[src/rtl/instruction_loader.sv]
// rtl/instruction_loader.sv - assembles big-endian words from a byte stream and writes them to instruction memory
// Optional trailing checksum byte after the terminating write is enabled by defining LOADER_CHECKSUM_EN.
module instruction_loader #(
    parameter int          ADDR_WIDTH = 6,
    parameter logic [31:0] HALT_WORD  = 32'hFFFFFFFF
) (
    input  logic                  clk,
    input  logic                  rst,
    input  logic                  i_load_start,
    input  logic [7:0]            i_rx_data,
    input  logic                  i_rx_valid,
    output logic                  o_mem_we,
    output logic [ADDR_WIDTH-1:0] o_mem_addr,
    output logic [31:0]           o_mem_data,
    output logic                  o_busy,
    output logic                  o_load_done,
    output logic [ADDR_WIDTH:0]   o_word_count,
    output logic                  o_load_error
);
    localparam logic [ADDR_WIDTH-1:0] LAST_ADDR = '1;
    localparam logic [ADDR_WIDTH-1:0] ADDR_ONE  = {{(ADDR_WIDTH-1){1'b0}}, 1'b1};
    localparam logic [ADDR_WIDTH:0]   CNT_ONE   = {{ADDR_WIDTH{1'b0}}, 1'b1};

    typedef enum logic [2:0] {
        S_IDLE,
        S_RECV,
        S_WRITE,
`ifdef LOADER_CHECKSUM_EN
        S_CHECK,
`endif
        S_DONE
    } state_t;

    state_t                state_q, state_d;
    logic [ADDR_WIDTH-1:0] addr_q, addr_d;
    logic [1:0]            byte_cnt_q, byte_cnt_d;
    logic [23:0]           shift_q, shift_d;
    logic                  mem_we_q, mem_we_d;
    logic [ADDR_WIDTH-1:0] mem_addr_q, mem_addr_d;
    logic [31:0]           mem_data_q, mem_data_d;
    logic                  busy_q, busy_d;
    logic                  load_done_q, load_done_d;
    logic [ADDR_WIDTH:0]   word_count_q, word_count_d;
    logic                  take_byte;
`ifdef LOADER_CHECKSUM_EN
    logic [7:0]            csum_q, csum_d;
    logic                  load_error_q, load_error_d;
`endif

    always_comb begin
        state_d      = state_q;
        addr_d       = addr_q;
        byte_cnt_d   = byte_cnt_q;
        shift_d      = shift_q;
        mem_we_d     = 1'b0;
        mem_addr_d   = mem_addr_q;
        mem_data_d   = mem_data_q;
        word_count_d = word_count_q;
        take_byte    = 1'b0;
`ifdef LOADER_CHECKSUM_EN
        csum_d       = csum_q;
        load_error_d = load_error_q;
`endif
        case (state_q)
            S_IDLE, S_DONE: begin
                if (i_load_start) begin
                    state_d      = S_RECV;
                    addr_d       = '0;
                    byte_cnt_d   = '0;
                    word_count_d = '0;
`ifdef LOADER_CHECKSUM_EN
                    csum_d       = '0;
                    load_error_d = 1'b0;
`endif
                end
            end
            S_RECV: take_byte = i_rx_valid;
            S_WRITE: begin
                // A byte arriving alongside the final write is dropped on purpose.
                if (mem_data_q == HALT_WORD || mem_addr_q == LAST_ADDR) begin
`ifdef LOADER_CHECKSUM_EN
                    state_d = S_CHECK;
`else
                    state_d = S_DONE;
`endif
                end else begin
                    state_d   = S_RECV;
                    addr_d    = addr_q + ADDR_ONE;
                    take_byte = i_rx_valid;
                end
            end
`ifdef LOADER_CHECKSUM_EN
            S_CHECK: begin
                if (i_rx_valid) begin
                    load_error_d = (i_rx_data != csum_q);
                    state_d      = S_DONE;
                end
            end
`endif
            default: state_d = S_IDLE;
        endcase

        if (take_byte) begin
            shift_d = {shift_q[15:0], i_rx_data};
`ifdef LOADER_CHECKSUM_EN
            csum_d  = csum_q ^ i_rx_data;
`endif
            if (byte_cnt_q == 2'd3) begin
                state_d      = S_WRITE;
                mem_we_d     = 1'b1;
                mem_addr_d   = addr_q;
                mem_data_d   = {shift_q, i_rx_data};
                word_count_d = word_count_q + CNT_ONE;
                byte_cnt_d   = '0;
            end else begin
                byte_cnt_d = byte_cnt_q + 2'd1;
            end
        end

        busy_d      = (state_d == S_RECV) || (state_d == S_WRITE);
        load_done_d = (state_d == S_DONE);
    end

    always_ff @(posedge clk) begin
        if (rst) begin
            state_q      <= S_IDLE;
            addr_q       <= '0;
            byte_cnt_q   <= '0;
            shift_q      <= '0;
            mem_we_q     <= 1'b0;
            mem_addr_q   <= '0;
            mem_data_q   <= '0;
            busy_q       <= 1'b0;
            load_done_q  <= 1'b0;
            word_count_q <= '0;
`ifdef LOADER_CHECKSUM_EN
            csum_q       <= '0;
            load_error_q <= 1'b0;
`endif
        end else begin
            state_q      <= state_d;
            addr_q       <= addr_d;
            byte_cnt_q   <= byte_cnt_d;
            shift_q      <= shift_d;
            mem_we_q     <= mem_we_d;
            mem_addr_q   <= mem_addr_d;
            mem_data_q   <= mem_data_d;
            busy_q       <= busy_d;
            load_done_q  <= load_done_d;
            word_count_q <= word_count_d;
`ifdef LOADER_CHECKSUM_EN
            csum_q       <= csum_d;
            load_error_q <= load_error_d;
`endif
        end
    end

    assign o_mem_we     = mem_we_q;
    assign o_mem_addr   = mem_addr_q;
    assign o_mem_data   = mem_data_q;
    assign o_busy       = busy_q;
    assign o_load_done  = load_done_q;
    assign o_word_count = word_count_q;
`ifdef LOADER_CHECKSUM_EN
    assign o_load_error = load_error_q;
`else
    assign o_load_error = 1'b0;
`endif
endmodule

[config.mk]
export PLATFORM = sky130hd
export DESIGN_NAME = instruction_loader
export DESIGN_NICKNAME = d
export VERILOG_FILES = /design/src/rtl/instruction_loader.sv
export SDC_FILE = /design/constraint.sdc
export NUM_CORES = 1
export LEC_CHECK = 0
export BUFFER_PORTS_ARGS = -buffer_cell sky130_fd_sc_hd__buf_2
export CAP_MARGIN = 10
export CORE_MARGIN = 2
export CORE_UTILIZATION = 35
export CTS_CLUSTER_SIZE = 10
export DETAILED_ROUTE_END_ITERATION = 6
export PLACE_DENSITY = 0.59
export REMOVE_ABC_BUFFERS = 1
export SYNTH_ARGS = -nofsm -noshare
export SYNTH_HDL_FRONTEND = slang
export SYNTH_SLANG_ARGS = --single-unit
[constraint.sdc]
create_clock -name clk -period 5.1 [get_ports clk]
set_clock_uncertainty 0.2 [all_clocks]
set_input_delay 0 -clock clk [delete_from_list [all_inputs] [get_ports clk]]
set_output_delay 0 -clock clk [all_outputs]
set_load 0.02 [all_outputs]
==> summary.txt <==
Setup path
  • Worst setup SP type: register
  • Crit path DAT: 3.09 ns
  • Slowest cell on crit path: o21ai_4
  • Reg-to-reg endpoint: o_mem_data[14]
  • FF-to-FF path depth: 7
  • Critical-path cell list: nand4_1 > nor4_2 > a2111oi_4 > o21ai_4 > buf_4 > mux2i_1 > nor2_1
  • Reg-to-Reg Start: o_mem_data[16]
  • Crit Path Category: register to register
  • Reg2Reg Setup Slack: 2.02 ns
  • Max incr delay on CP: 0.59 ns
  • CP required: 5.11 ns
  • CP Capture Type: register
  • Worst Path Max Fanout: 31

Power and ir drop
  • Logic pwr share: 3.2%
  • Pwr/cell area: 286 nW/um2
  • Clock share of power: 38.2%
  • NetSw: 0.000259 W
  • VDD IR max: 0.170 mV
  • Leak pwr: 2.03 nW
  • Switch share: 23.3%
  • Sequential fraction of design power: 58.6%
  • Pint: 0.000853 W

Timing
  • RSZ-0062 raised after global routing: false
  • Final TNS setup: 0 ns
  • Top achievable clock speed: 325 MHz
  • Fin worst setup slack: 2.02 ns
  • Tcrit/Tclk final: 60.4%
  • Setup violators final: 0
  • Slew Limit Fails: 0
  • Slew margin rel.: 32.9%
  • Final Hold Fails: 0
  • Period minus WS final: 3.08 ns
  • Worst-margin pin slew: 1.00 ns

Cells and area
  • Fill cell count: 894
  • Final core occ: 42.7%
  • Most frequent cells in the layout: 83 x dfxtp_1, 70 x nor2_1, 62 x mux2i_1
  • Commonest non-fill, non-tap cell in the layout: dfxtp_1
  • Filler-free cell count of the finished design: 497
  • Share of cells above drive strength 1: 22.8%
  • Multi-input gate area: 1490 um2
  • FF/Latch Area: 1660 um2
  • Inserted Diodes: 0
  • Post-layout nets: 397
  • Area Growth Syn to Fin: 20.4%

Routing
  • Drt via density: 4.88
  • Final wirelength: 6.88 mm
  • Routed vias: 2426
  • Drt wl/cell: 13.8 um
  • First-pass DRT Iterations: 4
  • DRC viols: 0
  • ANT nets after route: 0
  • DR iter-0 viols: 71

GRT
  • Initial antenna violation count: 0
  • GRT Util Overall: 14.2%
  • M2 GR Usage: 22.6%
  • Global route overflow: 0
  • Gr busiest metal: met2
  • Largest net degree at the start of global routing: 41
  • Grt met3 use: 4.18%
  • Met1 Resource Use GR: 18.3%
  • Vias in the first global route: 2280
  • First-pass GRT wire length: 11.2 mm

Die
  • DIE WIDTH: 100 um
  • # IOs: 61
  • Initial Utilization: 35.4%
  • Cell Rows: 35
  • Die ar.: 10000 um2
  • Die Y: 100 um
  • Area of the core: 9110 um2

Hold path
  • Hold Crit Depth: 5
  • WHS Endpoint: byte_cnt_q[1]
  • Hold path startpoint: i_rx_valid
  • Min-Delay Path Class: input port to register

Clock tree
  • CTS tree: done
  • CTS Buf Count: 9
  • Clock slew at the register clock pins of the worst setup and hold paths: 0.08 ns
  • H-tree levels: 3
  • Worst skew pair latency: 0.36 ns
  • Clock buffer depth: 2
  • CTS sink count: 83
  • Clk root buf: clkbuf_8
  • Number of gates resized after CTS: 0

Synthesis
  • Unique masters post-synth: 41
  • Average size of a mapped cell: 10.2 um2
  • Cells after synthesis: 316
  • Post-synthesis sequential area ratio: 51.5%
  • Mapped cell area: 3230 um2
  • Ranking of synthesized cells by area: dfxtp_1 51%, mux2i_1 19%, nor2_1 8.1%
  • Ys flop type: dfxtp_1
  • Post-synth EDFFs: 0
  • Synth top area share: 51.5%
  • Yosys reg bits: 83
  • Async set-reset flop share out of synthesis: 0%
  • Ys Warns: 0
  • Largest area contributor in the netlist: dfxtp_1

Placed design
  • GPL Wtd Cong: 0.765
  • Detail Placement HPWL: 4.76 mm
  • IO Port Bufs: 59
  • Pre-CTS setup slack: 1.98 ns
  • Inst Count DP: 472

Flow run
  • Max-Cap Viols: 0

Run status
  • Outcome: finished clean
[kinds of logic (layout without fill, tap and decap cells)]
logic type / count (synthesis) / after routing / synth area share (%)
DFF: 83 / 83 / 51.5
AOI/OAI and AO/OA: 18 / 18 / 4.58
xor gates and xnor gates: 6 / 6 / 1.63
muxes: 64 / 64 / 19.9
buffers and inverters: 20 / 89 / 2.71
adders and majority gates: 3 / 3 / 1.16
and+or+nand+nor: 121 / 121 / 18.4
other: 1 / 2 / 0.116
[what timing repair did]
item / in CTS / in global routing
setup buffers: 0 / 0
hold endpoints to repair: 36 / 0
hold buffers: 10 / 0
[power by group through the flow]
stage | Clock (W) | Combinational [W] | Sequential [W]
global route | 0.000461 | 0.0000390 | 0.000653
detailed placement | 0 | 0.0000297 | 0.000667
floorplan | 0 | 0.0000110 | 0.000667
CTS | 0.000443 | 0.0000355 | 0.000652
finish | 0.000425 | 0.0000352 | 0.000652
global placement | 0 | 0.0000295 | 0.000667
[how the worst max path moves through the flow]
stage	from	to	slack, ns	cells past startpoint
3_3_place_gp	o_mem_data[30]	o_mem_data[17]	2.10	7
6_report	o_mem_data[16]	o_mem_data[14]	2.02	7
2_1_floorplan	o_mem_data[1]	o_word_count[0]	1.38	6
5_1_grt	o_mem_data[28]	o_mem_data[16]	1.77	7
4_1_cts	o_mem_data[30]	o_mem_data[30]	1.98	7
3_5_place_dp	o_mem_data[30]	o_mem_data[3]	1.98	7
[worst max-delay path, delay by kind of cell, from the launching register on]
family                 cells  cell delay [ns]
muxes                      1             0.24
and+or+nand+nor            3             0.72
DFF                        1             0.39
buffers and inverters      1             0.59
AOI/OAI and AO/OA          2             0.78
[per-layer routing]
layer | routed length [um] | up-vias
met2 | 3120 | 52
met4 | 108 | 0
met1 | 3290 | 1134
met5 | 0 | -
li1 | - | 1229
met3 | 356 | 11
[metrics by stage]
stage,cell area [um2],hold slack (ns),power (W)
3_5_place_dp,3610,0.0571,0.000697
2_1_floorplan,3150,-0.131,0.000678
6_report,3890,0.0299,0.00111
4_1_cts,3890,0.0235,0.00113
3_3_place_gp,3610,0.0464,0.000697
5_1_grt,3890,0.0936,0.00115
[sequential cells by signal (all words and copies together), names as in the netlist]
register / flops
state_q: 3
o_load_done: 1
addr_q: 6
o_busy: 1
o_mem_data: 32
o_word_count: 7
o_mem_we: 1
shift_q: 24
byte_cnt_q: 2
o_mem_addr: 6
[layout make-up]
type | count | share of cell area (%)
clock buffers | 10 | 3.54
clock inverters | 5 | 0.966
inverters | 3 | 0.290
multi-input cells | 214 | 38.3
flip-flops and latches | 83 | 42.8
well taps | 111 | 3.57
repair buffers | 71 | 10.6
[synthesized netlist by cell type (all sizes together) (3+ instances only)]
library cell  count
a211o             4
a21oi             6
buf               8
clkbuf            9
dfxtp            83
ha                3
inv               3
mux2i            62
nand2             8
nand3             5
nand4            11
nor2             71
nor2b             3
nor3              4
nor4              5
nor4b             3
xor2              4
Note: power is estimated with default switching activity, not from simulation.
